## src/rtl/lzc_normalizer.sv

```systemverilog
// Two-stage leading-zero count and normalize pipeline with valid/ready handshake.
// Leading-one detection uses a selectable prefix-OR structure (serial, Brent-Kung, Sklansky).
module lzc_normalizer #(
    parameter int width = 16,
    parameter int speed = 1,
    localparam int SW = $clog2(width + 1)
) (
    input  logic             clk_i,
    input  logic             rst_ni,
    input  logic             in_valid_i,
    output logic             in_ready_o,
    input  logic [width-1:0] in_data_i,
    output logic             out_valid_o,
    input  logic             out_ready_i,
    output logic [width-1:0] out_data_o,
    output logic [SW-1:0]    out_shamt_o,
    output logic             out_zero_o
);

    localparam int LEVELS = $clog2(width);

    // rev[0] is the operand MSB, so pre[j] is the OR of the top j+1 operand bits.
    logic [width-1:0] rev;
    logic [width-1:0] pre;
    logic [width-1:0] lead_oh;
    logic [SW-1:0]    lead_cnt;

    always_comb begin
        for (int j = 0; j < width; j++) begin
            rev[j] = in_data_i[width-1-j];
        end
    end

    generate
        if (speed == 0) begin : g_serial
            always_comb begin
                logic [width-1:0] p;
                p[0] = rev[0];
                for (int j = 1; j < width; j++) begin
                    p[j] = p[j-1] | rev[j];
                end
                pre = p;
            end
        end else if (speed == 1) begin : g_brent_kung
            always_comb begin
                logic [width-1:0] p;
                p = rev;
                for (int l = 0; l < LEVELS; l++) begin
                    for (int j = 0; j < width; j++) begin
                        if (((j + 1) % (1 << (l + 1))) == 0) begin
                            p[j] = p[j] | p[j - (1 << l)];
                        end
                    end
                end
                // Down-sweep fills the odd positions left between up-sweep nodes.
                for (int l = LEVELS - 2; l >= 0; l--) begin
                    for (int j = 0; j < width; j++) begin
                        if ((((j + 1) % (1 << (l + 1))) == (1 << l)) && (j + 1 > (1 << l))) begin
                            p[j] = p[j] | p[j - (1 << l)];
                        end
                    end
                end
                pre = p;
            end
        end else begin : g_sklansky
            always_comb begin
                logic [width-1:0] p;
                p = rev;
                for (int l = 0; l < LEVELS; l++) begin
                    for (int j = 0; j < width; j++) begin
                        if ((j & (1 << l)) != 0) begin
                            p[j] = p[j] | p[((j >> (l + 1)) << (l + 1)) + (1 << l) - 1];
                        end
                    end
                end
                pre = p;
            end
        end
    endgenerate

    always_comb begin
        logic [SW-1:0] enc;
        lead_oh[width-1] = rev[0];
        for (int j = 1; j < width; j++) begin
            lead_oh[width-1-j] = rev[j] & ~pre[j-1];
        end
        enc = '0;
        for (int j = 0; j < width; j++) begin
            enc = enc | (lead_oh[width-1-j] ? SW'(j) : '0);
        end
        lead_cnt = pre[width-1] ? enc : SW'(width);
    end

    logic             s1_valid_q, s1_valid_d;
    logic [width-1:0] s1_data_q,  s1_data_d;
    logic [width-1:0] s1_oh_q,    s1_oh_d;
    logic [SW-1:0]    s1_cnt_q,   s1_cnt_d;
    logic             s2_valid_q, s2_valid_d;
    logic [width-1:0] s2_data_q,  s2_data_d;
    logic [SW-1:0]    s2_cnt_q,   s2_cnt_d;
    logic             s2_zero_q,  s2_zero_d;

    logic s2_ready;
    logic s1_advance;
    logic s1_load;

    assign s2_ready   = ~s2_valid_q | out_ready_i;
    assign in_ready_o = ~s1_valid_q | s2_ready;
    assign s1_advance = s1_valid_q & s2_ready;
    assign s1_load    = in_valid_i & in_ready_o;

    always_comb begin
        // NOTE: every next-state signal starts from its held value so no path leaves it unassigned (no latch).
        s1_valid_d = s1_valid_q;
        s1_data_d  = s1_data_q;
        s1_oh_d    = s1_oh_q;
        s1_cnt_d   = s1_cnt_q;
        s2_valid_d = s2_valid_q;
        s2_data_d  = s2_data_q;
        s2_cnt_d   = s2_cnt_q;
        s2_zero_d  = s2_zero_q;

        if (s1_load) begin
            s1_valid_d = 1'b1;
            s1_data_d  = in_data_i;
            s1_oh_d    = lead_oh;
            s1_cnt_d   = lead_cnt;
        end else if (s1_advance) begin
            s1_valid_d = 1'b0;
        end

        if (s1_advance) begin
            s2_valid_d = 1'b1;
            s2_data_d  = s1_data_q << s1_cnt_q;
            s2_cnt_d   = s1_cnt_q;
            s2_zero_d  = ~|s1_oh_q;
        end else if (out_ready_i) begin
            s2_valid_d = 1'b0;
        end
    end

    // NOTE: state uses non-blocking assignments so every register samples pre-edge values.
    always_ff @(posedge clk_i or negedge rst_ni) begin
        if (!rst_ni) begin
            // NOTE: data registers are reset too, so outputs read as zero during and after reset.
            s1_valid_q <= 1'b0;
            s1_data_q  <= '0;
            s1_oh_q    <= '0;
            s1_cnt_q   <= '0;
            s2_valid_q <= 1'b0;
            s2_data_q  <= '0;
            s2_cnt_q   <= '0;
            s2_zero_q  <= 1'b0;
        end else begin
            s1_valid_q <= s1_valid_d;
            s1_data_q  <= s1_data_d;
            s1_oh_q    <= s1_oh_d;
            s1_cnt_q   <= s1_cnt_d;
            s2_valid_q <= s2_valid_d;
            s2_data_q  <= s2_data_d;
            s2_cnt_q   <= s2_cnt_d;
            s2_zero_q  <= s2_zero_d;
        end
    end

    assign out_valid_o = s2_valid_q;
    assign out_data_o  = s2_data_q;
    assign out_shamt_o = s2_cnt_q;
    assign out_zero_o  = s2_zero_q;

endmodule

```

## config.mk

```make
export PLATFORM = sky130hd
export DESIGN_NAME = lzc_normalizer
export DESIGN_NICKNAME = d
export VERILOG_FILES = /design/src/rtl/lzc_normalizer.sv
export SDC_FILE = /design/constraint.sdc
export NUM_CORES = 1
export LEC_CHECK = 0
export BUFFER_PORTS_ARGS = -buffer_cell sky130_fd_sc_hd__buf_2
export CAP_MARGIN = 30
export CORE_ASPECT_RATIO = 1.2
export CORE_MARGIN = 3
export CORE_UTILIZATION = 45
export DETAILED_ROUTE_END_ITERATION = 10
export PLACE_DENSITY = 0.65
export SKIP_LAST_GASP = 1
export SYNTH_ARGS = -nofsm -noshare
export SYNTH_HDL_FRONTEND = slang
export SYNTH_SLANG_ARGS = --single-unit
```

## constraint.sdc

```tcl
create_clock -name clk_i -period 1.9 [get_ports clk_i]
set_input_delay 0.475 -clock clk_i [delete_from_list [all_inputs] [get_ports clk_i]]
set_output_delay 0.475 -clock clk_i [all_outputs]
set_load 0.03 [all_outputs]
```

==> impl_metrics.env <==
export IMPL_via_per_inst=5.50
export IMPL_rsz0062_at_grt="no"
export IMPL_postCtsSetupRepairBufs=0
export IMPL_start_util=0.478
export IMPL_worstPathArrival_ps=1940
export IMPL_synth_seq_cells=60
export IMPL_async_reset_ff_frac=1.00
export IMPL_synth_top_area_share=0.475
export IMPL_power_share_sequential=0.438
export IMPL_drive_above_1_share=0.277
export IMPL_setup_tns_ps=0
export IMPL_cts_sinks=60
export IMPL_synth_edff_count=0
export IMPL_routabilityCongestion=0.911
export IMPL_maxSlewViolCount=0
export IMPL_ios=44
export IMPL_coreArea_um2=6610
export IMPL_finClkSkew_ps=7.93
export IMPL_design_area_um2=3710
export IMPL_portBuffers=43
export IMPL_insertedDiodeCount=0
export IMPL_dp_hpwl_um=5350
export IMPL_period_needed_ps=1750
export IMPL_p_comb_frac=0.288
export IMPL_period_share=0.919
export IMPL_antenna_found_initial=0
export IMPL_cts_resized=0
export IMPL_cts_root_buf="clkbuf_8"
export IMPL_layout_nets=377
export IMPL_route_met2_wl_um=3470
export IMPL_yosysUniqueCellTypes=48
export IMPL_fp_dieH_um=97.8
export IMPL_placed_cell_area_um2=3540
export IMPL_path_class="register to register"
export IMPL_switchingPower_mw=1.21
export IMPL_cp_end_kind="register"
export IMPL_hold_viol=0
export IMPL_die_width_um=82.5
export IMPL_status="finished, final reports clean"
export IMPL_avgSynthCellArea_um2=10.5
export IMPL_worstPathMaxFanout=26
export IMPL_swShare=0.334
export IMPL_peakVddDrop_mv=0.512
export IMPL_grt_pass1_vias=2458
export IMPL_setup_ws_ps=154
export IMPL_ant_nets=0
export IMPL_worst_pin_slew_ps=497
export IMPL_grt_overflow_total=0
export IMPL_vias=2452
export IMPL_cts_tree="yes"
export IMPL_top_layer_used="met4"
export IMPL_max_slew_margin_rel=0.665
export IMPL_critPathRequiredTime_ps=2100
export IMPL_dp_slack_ps=87.1
export IMPL_drc=0
export IMPL_setup_viol=0
export IMPL_fmaxAchievable_mhz=573
export IMPL_synthTopCellsByCount="70 x nand2_1, 60 x dfrtp_1, 21 x o21ai_0"
export IMPL_grtUsageTotal=0.194
export IMPL_drtIter0Drc=181
export IMPL_yosysMostFrequentCell="nand2_1"
export IMPL_pwr_share_clk=0.274
export IMPL_syn_nets=322
export IMPL_synthCells=302
export IMPL_wl_um=7180
export IMPL_netlist_area_um2=3160
export IMPL_routedWlPerCell_um=16.1
export IMPL_yosysWarnings=0
export IMPL_intPower_mw=2.41
export IMPL_htree_levels=3
export IMPL_maxCapViolations=0
export IMPL_drt_met1_wl_um=3300
export IMPL_critPathLaunchType="register"
export IMPL_grt_pass1_wl_um=12100
export IMPL_dr_pass1_iters=4
export IMPL_synth_largest_area_cell="dfrtp_1"
export IMPL_synthFlopType="dfrtp_1"
export IMPL_wl_met3_um=247
export IMPL_insertion_delay_ps=330
export IMPL_pwr_density_cell_nw_per_um2=973
export IMPL_die_area_um2=8070
export IMPL_rows=32
export IMPL_ys_seq_area_frac=0.475
export IMPL_postCtsHoldBufs=0
export IMPL_syn2layout_area_growth_pct=17.4
export IMPL_leakagePower_nw=1.74
export IMPL_ys_top_cells_by_area="dfrtp_1 48%, nand2_1 8.3%, mux4_2 7.1%"
export IMPL_cts_buffers=9
export IMPL_cts_clk_slew_worst_paths_ps=60
export IMPL_min_path_type="input pin to asynchronous set/reset pin"
export IMPL_grt_start_max_net_pins=61
export IMPL_clock_tree_buffer_depth=2
-- sequential cells by signal (all words and copies together), names as in the netlist --
register	cells
out_data_o	16
s1_data_q	16
s1_oh_q	15
out_shamt_o	5
s1_cnt_q	5
out_valid_o	1
out_zero_o	1
s1_valid_q	1
-- metrics by stage --
step | util | power [mW] | hold WS, ps | cells
6_report | 0.562 | 3.61 | 150 | 446
5_1_grt | 0.562 | 3.84 | 152 | 446
4_1_cts | 0.562 | 3.65 | 149 | 446
3_5_place_dp | 0.536 | 2.65 | 470 | 431
3_3_place_gp | 0.536 | 2.63 | 457 | 431
2_1_floorplan | - | 2.30 | 179 | 302
-- per-layer routing --
metal | GRT usage | up-vias
li1 | - | 1206
met1 | 0.265 | 1189
met2 | 0.294 | 45
met3 | 0.0535 | 12
met4 | 0.0704 | 0
met5 | 0 | -
-- path summary, 6_finish.rpt --
path                                  start              to  slack (ps)  cells after the start
min in group clk_i               in_valid_i      s1_valid_q         360                      2
worst max-delay path            s1_cnt_q[1]  out_data_o[14]         150                      5
worst min register to register   out_zero_o      out_zero_o         480                      2
worst min-delay path                 rst_ni   out_data_o[2]         150                      2
worst max register to register  s1_cnt_q[1]  out_data_o[14]         150                      5
max in group asynchronous            rst_ni    s1_data_q[8]        1490                      2
-- cells in the final DEF, fill, tap and decap left out, types with 2 or more instances in the layout --
master and count:
nor4_1 4, nor3_1 5, mux2i_1 18, a2bb2oi_1 2, nand3b_1 4, dfrtp_1 60
mux2_2 7, nor2_1 18, clkbuf_1 2, o21ai_0 21, a221o_1 7, a22o_1 6
clkinv_2 2, buf_12 3, nand2_1 70, nand4b_1 3, nand3_1 5, nand2b_1 4
a211oi_1 2, nor2b_1 4, nor4_4 2, mux4_2 10, inv_1 5, buf_2 43
buf_4 16, nand4_1 2, clkbuf_8 11, o31ai_1 4
-- final cells by class --
| class | instances | area (um^2) |
|---|---|---|
| Clock buffer | 13 | 159 |
| Clock inverter | 2 | 10.0 |
| Fill cell | 612 | 2900 |
| Inverter | 5 | 18.8 |
| Multi-Input combinational cell | 219 | 1520 |
| Sequential cell | 60 | 1500 |
| Tap cell | 85 | 106 |
| Timing Repair Buffer | 62 | 395 |
-- power by group through the flow --
stage          sequential [mW]  clock (mW)  combinational (mW)
3_5_place_dp              1.60           0                1.05
6_report                  1.58       0.990                1.04
3_3_place_gp              1.59           0                1.03
2_1_floorplan             1.77           0               0.529
5_1_grt                   1.60        1.10                1.14
4_1_cts                   1.58        1.02                1.05
-- cells by family (layout without fill, tap and decap cells) --
| group | count (synthesis) | count (layout) | synth area share |
|---|---|---|---|
| buffers and inverters | 23 | 82 | 0.0443 |
| AO/OA/AOI/OAI | 55 | 55 | 0.128 |
| multiplexers | 35 | 35 | 0.153 |
| flip-flops | 60 | 60 | 0.475 |
| AND/OR/NAND/NOR | 129 | 129 | 0.200 |
-- critical path, stage by stage, from the launching register on --
cell and delay [ps]:
dfrtp_1 400, buf_12 200, mux4_2 530, mux2i_1 210, a2bb2oi_1 170, o21ai_0 110
Power figures use the tool's default switching activity.
